### src/rtl/calc_pkg.sv
// Shared types, constants and helpers for the calculator keypad entry path.
package calc_pkg;

  localparam int unsigned DIGIT_W        = 4;
  localparam int unsigned BCD_MAX_DIGITS = 8;
  localparam int unsigned BCD_MAX_W      = DIGIT_W * BCD_MAX_DIGITS;

  localparam logic [1:0] OP_ADD = 2'd0;
  localparam logic [1:0] OP_SUB = 2'd1;
  localparam logic [1:0] OP_MUL = 2'd2;
  localparam logic [1:0] OP_DIV = 2'd3;

  typedef enum logic [1:0] {
    S_A    = 2'd0,
    S_B    = 2'd1,
    S_EXEC = 2'd2
  } state_t;

  // One action per cycle, picked by key priority.
  typedef enum logic [2:0] {
    ACT_NONE = 3'd0,
    ACT_CLR  = 3'd1,
    ACT_BKSP = 3'd2,
    ACT_SIGN = 3'd3,
    ACT_EQ   = 3'd4,
    ACT_OP   = 3'd5,
    ACT_DIG  = 3'd6
  } act_t;

  typedef struct packed {
    logic clear;
    logic load;
    logic pop;
    logic push;
  } opnd_cmd_t;

  // Number of significant BCD digits; zero has length 0.
  function automatic logic [3:0] bcd_len(input logic [BCD_MAX_W-1:0] value);
    logic [3:0] n;
    n = '0;
    for (int i = 0; i < int'(BCD_MAX_DIGITS); i++) begin
      if (value[i*DIGIT_W +: DIGIT_W] != '0) n = 4'(i + 1);
    end
    return n;
  endfunction

endpackage

### src/rtl/operand_reg.sv
// BCD operand shift register with length tracking; clear > load > pop > push.
module operand_reg
  import calc_pkg::*;
#(
  parameter int unsigned MAX_DIGITS = 4,
  parameter int unsigned LEN_W      = $clog2(MAX_DIGITS + 1)
) (
  input  logic                          clock,
  input  logic                          reset,
  input  opnd_cmd_t                     cmd,
  input  logic [DIGIT_W-1:0]            din,
  input  logic [DIGIT_W*MAX_DIGITS-1:0] load_val,
  output logic [DIGIT_W*MAX_DIGITS-1:0] value,
  output logic [LEN_W-1:0]              len,
  output logic                          full_c,
  output logic                          empty_c
);

  localparam int unsigned W = DIGIT_W * MAX_DIGITS;

  always_ff @(posedge clock) begin
    if (reset || cmd.clear) begin
      value <= '0;
      len   <= '0;
    end else if (cmd.load) begin
      value <= load_val;
      len   <= LEN_W'(bcd_len(BCD_MAX_W'(load_val)));
    end else if (cmd.pop) begin
      value <= value >> DIGIT_W;
      len   <= len - LEN_W'(1);
    end else if (cmd.push) begin
      value <= (value << DIGIT_W) | W'(din);
      // Leading zeros keep the operand empty.
      if (!(len == '0 && din == '0)) len <= len + LEN_W'(1);
    end
  end

  assign full_c  = (len == LEN_W'(MAX_DIGITS));
  assign empty_c = (len == '0);

endmodule

### src/rtl/entry_ctrl.sv
// Keypad entry controller: builds BCD operands A/B and drives the ALU req/ack handshake.
// Optional signed entry is enabled by defining ENTRY_SIGN_EN.
module entry_ctrl
  import calc_pkg::*;
#(
  parameter int unsigned MAX_DIGITS = 4,
  parameter int unsigned LEN_W      = $clog2(MAX_DIGITS + 1)
) (
  input  logic                          clock,
  input  logic                          reset,
  input  logic                          dig_in,
  input  logic [3:0]                    digit,
  input  logic                          op_in,
  input  logic [1:0]                    op_code,
  input  logic                          bksp_in,
  input  logic                          eq_in,
  input  logic                          clr_in,
  input  logic                          exec_ack,
  input  logic [4*MAX_DIGITS-1:0]       result,
  output logic [4*MAX_DIGITS-1:0]       operand_a,
  output logic [4*MAX_DIGITS-1:0]       operand_b,
  output logic [LEN_W-1:0]              len_a,
  output logic [LEN_W-1:0]              len_b,
  output logic [1:0]                    op_sel,
  output logic                          active_b,
  output logic                          exec_req,
  output logic                          err
`ifdef ENTRY_SIGN_EN
  ,
  input  logic                          sign_in,
  input  logic                          result_sign,
  output logic                          sign_a,
  output logic                          sign_b
`endif
);

  state_t    state, next_state;
  act_t      act;
  opnd_cmd_t cmd_a, cmd_b;
  logic      full_a, empty_a, full_b, empty_b;
  logic      edit_b, edit_full, edit_empty;
  logic [1:0] op_sel_d, pend_op, pend_op_d;
  logic      chain, chain_d;
  logic      exec_req_d, err_d, active_b_d;
`ifdef ENTRY_SIGN_EN
  logic      sign_a_d, sign_b_d;
`endif

  operand_reg #(.MAX_DIGITS(MAX_DIGITS), .LEN_W(LEN_W)) u_opnd_a (
    .clock    (clock),
    .reset    (reset),
    .cmd      (cmd_a),
    .din      (digit),
    .load_val (result),
    .value    (operand_a),
    .len      (len_a),
    .full_c   (full_a),
    .empty_c  (empty_a)
  );

  operand_reg #(.MAX_DIGITS(MAX_DIGITS), .LEN_W(LEN_W)) u_opnd_b (
    .clock    (clock),
    .reset    (reset),
    .cmd      (cmd_b),
    .din      (digit),
    .load_val (result),
    .value    (operand_b),
    .len      (len_b),
    .full_c   (full_b),
    .empty_c  (empty_b)
  );

  // Key priority decode: lower-priority pulses in the same cycle are dropped.
  always_comb begin
    act = ACT_NONE;
    if (clr_in)        act = ACT_CLR;
    else if (bksp_in)  act = ACT_BKSP;
`ifdef ENTRY_SIGN_EN
    else if (sign_in)  act = ACT_SIGN;
`endif
    else if (eq_in)    act = ACT_EQ;
    else if (op_in)    act = ACT_OP;
    else if (dig_in)   act = ACT_DIG;
  end

  assign edit_b     = (state == S_B);
  assign edit_full  = edit_b ? full_b  : full_a;
  assign edit_empty = edit_b ? empty_b : empty_a;

  always_ff @(posedge clock) begin
    if (reset) state <= S_A;
    else       state <= next_state;
  end

  always_comb begin
    next_state = state;
    unique case (state)
      S_A:     if (act == ACT_OP) next_state = S_B;
      S_B:     if ((act == ACT_EQ || act == ACT_OP) && !empty_b) next_state = S_EXEC;
      S_EXEC:  if (exec_ack) next_state = chain ? S_B : S_A;
      default: next_state = S_A;
    endcase
    if (act == ACT_CLR) next_state = S_A;
  end

  // Operand commands and next values of the registered outputs.
  always_comb begin
    cmd_a     = '0;
    cmd_b     = '0;
    err_d     = 1'b0;
    op_sel_d  = op_sel;
    pend_op_d = pend_op;
    chain_d   = chain;
`ifdef ENTRY_SIGN_EN
    sign_a_d  = sign_a;
    sign_b_d  = sign_b;
`endif
    if (act == ACT_CLR) begin
      cmd_a.clear = 1'b1;
      cmd_b.clear = 1'b1;
      op_sel_d    = OP_ADD;
      pend_op_d   = OP_ADD;
      chain_d     = 1'b0;
`ifdef ENTRY_SIGN_EN
      sign_a_d    = 1'b0;
      sign_b_d    = 1'b0;
`endif
    end else if (state == S_EXEC) begin
      if (exec_ack) begin
        cmd_a.load  = 1'b1;
        cmd_b.clear = 1'b1;
        chain_d     = 1'b0;
        if (chain) op_sel_d = pend_op;
`ifdef ENTRY_SIGN_EN
        sign_a_d    = result_sign;
        sign_b_d    = 1'b0;
`endif
      end
    end else begin
      unique case (act)
        ACT_BKSP: begin
          if (edit_empty)  err_d = 1'b1;
          else if (edit_b) cmd_b.pop = 1'b1;
          else             cmd_a.pop = 1'b1;
        end
`ifdef ENTRY_SIGN_EN
        ACT_SIGN: begin
          if (edit_b) sign_b_d = ~sign_b;
          else        sign_a_d = ~sign_a;
        end
`endif
        ACT_EQ: begin
          if (!edit_b || empty_b) err_d = 1'b1;
          else                    chain_d = 1'b0;
        end
        ACT_OP: begin
          if (!edit_b || empty_b) begin
            op_sel_d = op_code;
          end else begin
            pend_op_d = op_code;
            chain_d   = 1'b1;
          end
        end
        ACT_DIG: begin
          if (edit_full || digit > 4'd9) err_d = 1'b1;
          else if (edit_b)               cmd_b.push = 1'b1;
          else                           cmd_a.push = 1'b1;
        end
        default: ;
      endcase
    end
    exec_req_d = (next_state == S_EXEC);
    active_b_d = (next_state == S_B);
  end

  always_ff @(posedge clock) begin
    if (reset) begin
      op_sel   <= OP_ADD;
      pend_op  <= OP_ADD;
      chain    <= 1'b0;
      exec_req <= 1'b0;
      active_b <= 1'b0;
      err      <= 1'b0;
`ifdef ENTRY_SIGN_EN
      sign_a   <= 1'b0;
      sign_b   <= 1'b0;
`endif
    end else begin
      op_sel   <= op_sel_d;
      pend_op  <= pend_op_d;
      chain    <= chain_d;
      exec_req <= exec_req_d;
      active_b <= active_b_d;
      err      <= err_d;
`ifdef ENTRY_SIGN_EN
      sign_a   <= sign_a_d;
      sign_b   <= sign_b_d;
`endif
    end
  end

endmodule

### config.mk
export PLATFORM = sky130hd
export DESIGN_NAME = entry_ctrl
export DESIGN_NICKNAME = d
export VERILOG_FILES = /design/src/rtl/calc_pkg.sv /design/src/rtl/operand_reg.sv /design/src/rtl/entry_ctrl.sv
export SDC_FILE = /design/constraint.sdc
export NUM_CORES = 1
export LEC_CHECK = 0
export ABC_CLOCK_PERIOD_IN_PS = 4700
export CAP_MARGIN = 20
export CORE_ASPECT_RATIO = 0.7
export CORE_MARGIN = 10
export CORE_UTILIZATION = 30
export CTS_CLUSTER_DIAMETER = 150
export CTS_CLUSTER_SIZE = 28
export DETAILED_ROUTE_END_ITERATION = 7
export PLACE_DENSITY_LB_ADDON = 0.25
export SYNTH_ARGS = -nofsm -noshare
export SYNTH_HDL_FRONTEND = slang
export SYNTH_SLANG_ARGS = --single-unit
### constraint.sdc
create_clock -name clock -period 4.7 [get_ports clock]
set_input_delay 0.705 -clock clock [delete_from_list [all_inputs] [get_ports clock]]
set_output_delay 0.705 -clock clock [all_outputs]
set_load 0.02 [all_outputs]
==> results_tabular.tex <==
\begin{tabular}{lr}
\hline
Metric & Value \\
\hline
\multicolumn{2}{l}{\textbf{Status}} \\
\quad Result of the run & complete, no violations \\
\multicolumn{2}{l}{\textbf{Routing}} \\
\quad Detail-routed net length per standard cell & 16.9 um \\
\quad DR vias/cell & 5.23 \\
\quad Final WL & 7380 um \\
\quad Antenna viol nets, final & 0 \\
\quad Total number of vias & 2284 \\
\quad Initial DRC Count & 219 \\
\quad Number of remaining DRC errors & 0 \\
\quad DRT Pass-1 Iters & 8 \\
\multicolumn{2}{l}{\textbf{Floorplan}} \\
\quad Total number of placement rows & 27 \\
\quad Die Ht & 94.4 um \\
\quad Initial Utilization & 30.5\% \\
\quad Number of top-level pins & 73 \\
\quad Core Footprint & 7770 um2 \\
\quad Die Area & 11900 um2 \\
\quad Horizontal die dimension & 126 um \\
\multicolumn{2}{l}{\textbf{STA}} \\
\quad Period utilisation layout & 61.7\% \\
\quad Final min period & 2900 ps \\
\quad Final setup violation count & 0 \\
\quad Final slew viol count & 0 \\
\quad Final-layout worst hold slack & 467 ps \\
\quad Final critical-path setup slack & 1800 ps \\
\quad Unrepaired setup endpoints after global routing & false \\
\quad Number of endpoints with negative hold slack in the final report & 0 \\
\quad Maximum clock skew at final layout & 8.44 ps \\
\quad Transition time at the pin with the least slew margin & 1030 ps \\
\quad Setup TNS Final & 0 ps \\
\quad Fmax & 0.345 GHz \\
\quad Relative slew margins & 30.2\% \\
\multicolumn{2}{l}{\textbf{Critical path}} \\
\quad Crit path kind & in -> reg \\
\quad Required time reported for the critical path endpoint & 4880 ps \\
\quad CP max FO & 14 \\
\quad Critical path endpoint category & flip-flop \\
\quad Crit-path max cell delay & 550 ps \\
\quad Kind of start point of the critical path & input port \\
\quad Max stage delay cell, worst path & clkdlybuf4s50\_1 \\
\quad Signal arrival time at the worst endpoint & 3080 ps \\
\quad Cell chain of the critical path & clkdlybuf4s50\_1 > and2b\_2 > and3\_1 > inv\_1 > fa\_1 > xor2\_1 > xnor2\_1 > o211ai\_1 > o21ai\_0 \\
\multicolumn{2}{l}{\textbf{Clocking}} \\
\quad Post-CTS setup buffers & 0 \\
\quad Count of clock tree sinks & 48 \\
\quad CTS tree & yes \\
\quad Root Driver & clkbuf\_16 \\
\quad Buffer levels on the longest clock path & 2 \\
\quad Clock transition at path regs & 70 ps \\
\quad Quantity of hold-fixing buffers added after cts & 0 \\
\quad Total of cells resized after clock tree synthesis & 0 \\
\quad Later-pin clock latency in the skew report & 290 ps \\
\quad Number of clock buffers inserted by TritonCTS & 5 \\
\quad H-Tree Level Count & 2 \\
\multicolumn{2}{l}{\textbf{GRT}} \\
\quad Total global routing overflow & 0 \\
\quad Initial antenna violation count & 0 \\
\quad GRT Util Overall & 11.7\% \\
\quad Via count of the first global-routing pass & 2143 \\
\quad Wire length of the first global-routing pass & 11500 um \\
\quad Pin count of the biggest net entering global routing & 30 \\
\multicolumn{2}{l}{\textbf{Final layout}} \\
\quad Number of cells in the finished layout apart from fillers & 437 \\
\quad Number of inserted filler cells in the final layout & 803 \\
\quad Nets@finish & 367 \\
\quad Area of all placed cells without fillers & 3330 um2 \\
\quad Share of final-layout standard cells stronger than drive strength 1 & 7.14\% \\
\quad Number of antenna repair diodes & 0 \\
\quad Layout area overhead & 40.3\% \\
\multicolumn{2}{l}{\textbf{Logic synthesis}} \\
\quad Largest area contributor in the synthesized netlist & dfxtp\_1 \\
\quad Mapped Nets & 300 \\
\quad Async set-reset flop share out of synthesis & 0\% \\
\quad Prevailing post-synth register cell & dfxtp\_1 \\
\quad Number of standard cells after synthesis & 268 \\
\quad Number of distinct library cells after synthesis & 53 \\
\quad Proportion of netlist area held by the largest area contributor & 40.5\% \\
\quad Top cells by area, synth & dfxtp\_1 (41\%), mux2i\_1 (8.4\%), a21oi\_1 (5.7\%) \\
\quad Combined area of all synthesized cells & 2370 um2 \\
\quad Flops \& latches, synth & 48 \\
\quad EDFF count, synth & 0 \\
\quad Proportion of synthesized chip area in sequential cells & 40.5\% \\
\quad Commonest cells in the synthesized netlist & dfxtp\_1 (48), nand2\_1 (34), a21oi\_1 (27) \\
\quad Cell with the most instances after synthesis & dfxtp\_1 \\
\quad Synthesis warning total & 0 \\
\quad Post-Syn Area per Cell & 8.85 um2 \\
\multicolumn{2}{l}{\textbf{Hold path}} \\
\quad Worst min-delay path category & reg -> reg \\
\multicolumn{2}{l}{\textbf{Pwr}} \\
\quad Standby leakage power & 0.00111 uW \\
\quad Switching power share of the total & 20.7\% \\
\quad Internal power consumption & 746 uW \\
\quad PD cells & 283 nW/um2 \\
\quad Sequential share of power & 43.5\% \\
\quad Part of the total power dissipated in the clock network & 50.0\% \\
\quad Net Sw Power & 194 uW \\
\quad Worst vdd ir & 218 uV \\
\quad Fraction of power consumed by combinational cells & 6.5\% \\
\multicolumn{2}{l}{\textbf{Place}} \\
\quad DP HPWL & 5630 um \\
\quad Weighted congestion at the end of routability-driven global placement & 0.841 \\
\quad IO Port Bufs & 72 \\
\quad Total instance count after detailed placement & 429 \\
\quad Worst slack at placement & 1510 ps \\
\quad Cell Area, Placed & 3130 um2 \\
\multicolumn{2}{l}{\textbf{Flow run}} \\
\quad Number of max-cap violations & 0 \\
\hline
\end{tabular}
[power by group through the flow]
stage / clock (uW) / sequential [uW] / combinational [uW]
after floorplan: 0 / 419 / 22.1
after global placement: 0 / 418 / 61.0
after detailed placement: 0 / 418 / 61.1
after CTS: 473 / 409 / 61.6
after global routing: 490 / 409 / 66.6
final: 470 / 409 / 61.5
[state kept, by name (all words and copies together), names as in the netlist]
name	cells
err	1
active_b	1
state	2
u_opnd_b.len	3
pend_op	2
u_opnd_a.len	3
exec_req	1
u_opnd_a.value	16
op_sel	2
u_opnd_b.value	16
chain	1
[layer usage]
metal	GRT usage, %	share of wire (%)	vias up	wire length, um
met5	0	0	-	0
met4	3.02	1.4	0	100
met3	2.85	5.2	8	382
met2	18.6	46	61	3390
met1	15.6	48	1085	3510
li1	-	-	1130	-
[logic make-up after synthesis]
logic type      count (synthesis)  share of synthesized area [%]
simple gates                   88                           18.9
compound gates                 86                           23.9
flops                          48                           40.5
buf+inv                        21                           5.17
mux                            20                           8.44
xor+xnor                        3                           1.43
fa+ha+maj                       2                           1.69
[cells in the final DEF (no fill, tap or decap), types with 2 or more instances in the layout]
cell and count:
a211oi_1 3, nor4_1 2, o21a_1 2, bufinv_16 2, nand3_1 5, o211ai_1 4, o21ai_0 21, dfxtp_1 48
fa_1 2, mux2i_1 20, nand2b_1 3, a22o_1 3, nand2_1 34, nor2_1 20, a21oi_1 27, clkdlybuf4s50_1 72
or4_1 2, nor3_1 4, nor2b_1 2, clkbuf_16 5, and3_1 2, inv_1 8, o22ai_1 3, a221oi_1 7
a222oi_1 9
[worst paths after layout]
path	startpoint	endpoint	slack, ps	cells after the start
worst max-delay path	clr_in	u_opnd_a.len[2]	1800	9
worst min register to register	chain	chain	470	2
worst min-delay path	chain	chain	470	2
worst max register to register	u_opnd_b.len[0]	u_opnd_b.len[2]	2370	8
[worst max-delay path, delay by kind of cell]
family	cells	cell delay (ps)
simple gates	2	780
xor+xnor	2	280
compound gates	2	260
fa+ha+maj	1	390
buf+inv	2	660
[final cells by class]
cell class	instances	area, um2	area share (%)
multi-input cells	199	1290	38.7
repair buffers	73	728	21.9
flip-flops and latches	48	961	28.9
well taps	101	126	3.80
clock buffers	5	125	3.76
clock inverters	3	68.8	2.07
inverters	8	30.0	0.903
[metrics by stage]
step	power (uW)	utilization, %
2_1_floorplan	441	-
3_3_place_gp	479	40.3
3_5_place_dp	479	40.3
4_1_cts	943	42.8
5_1_grt	966	42.8
6_report	940	42.8
(Power assumes the default switching activity.)
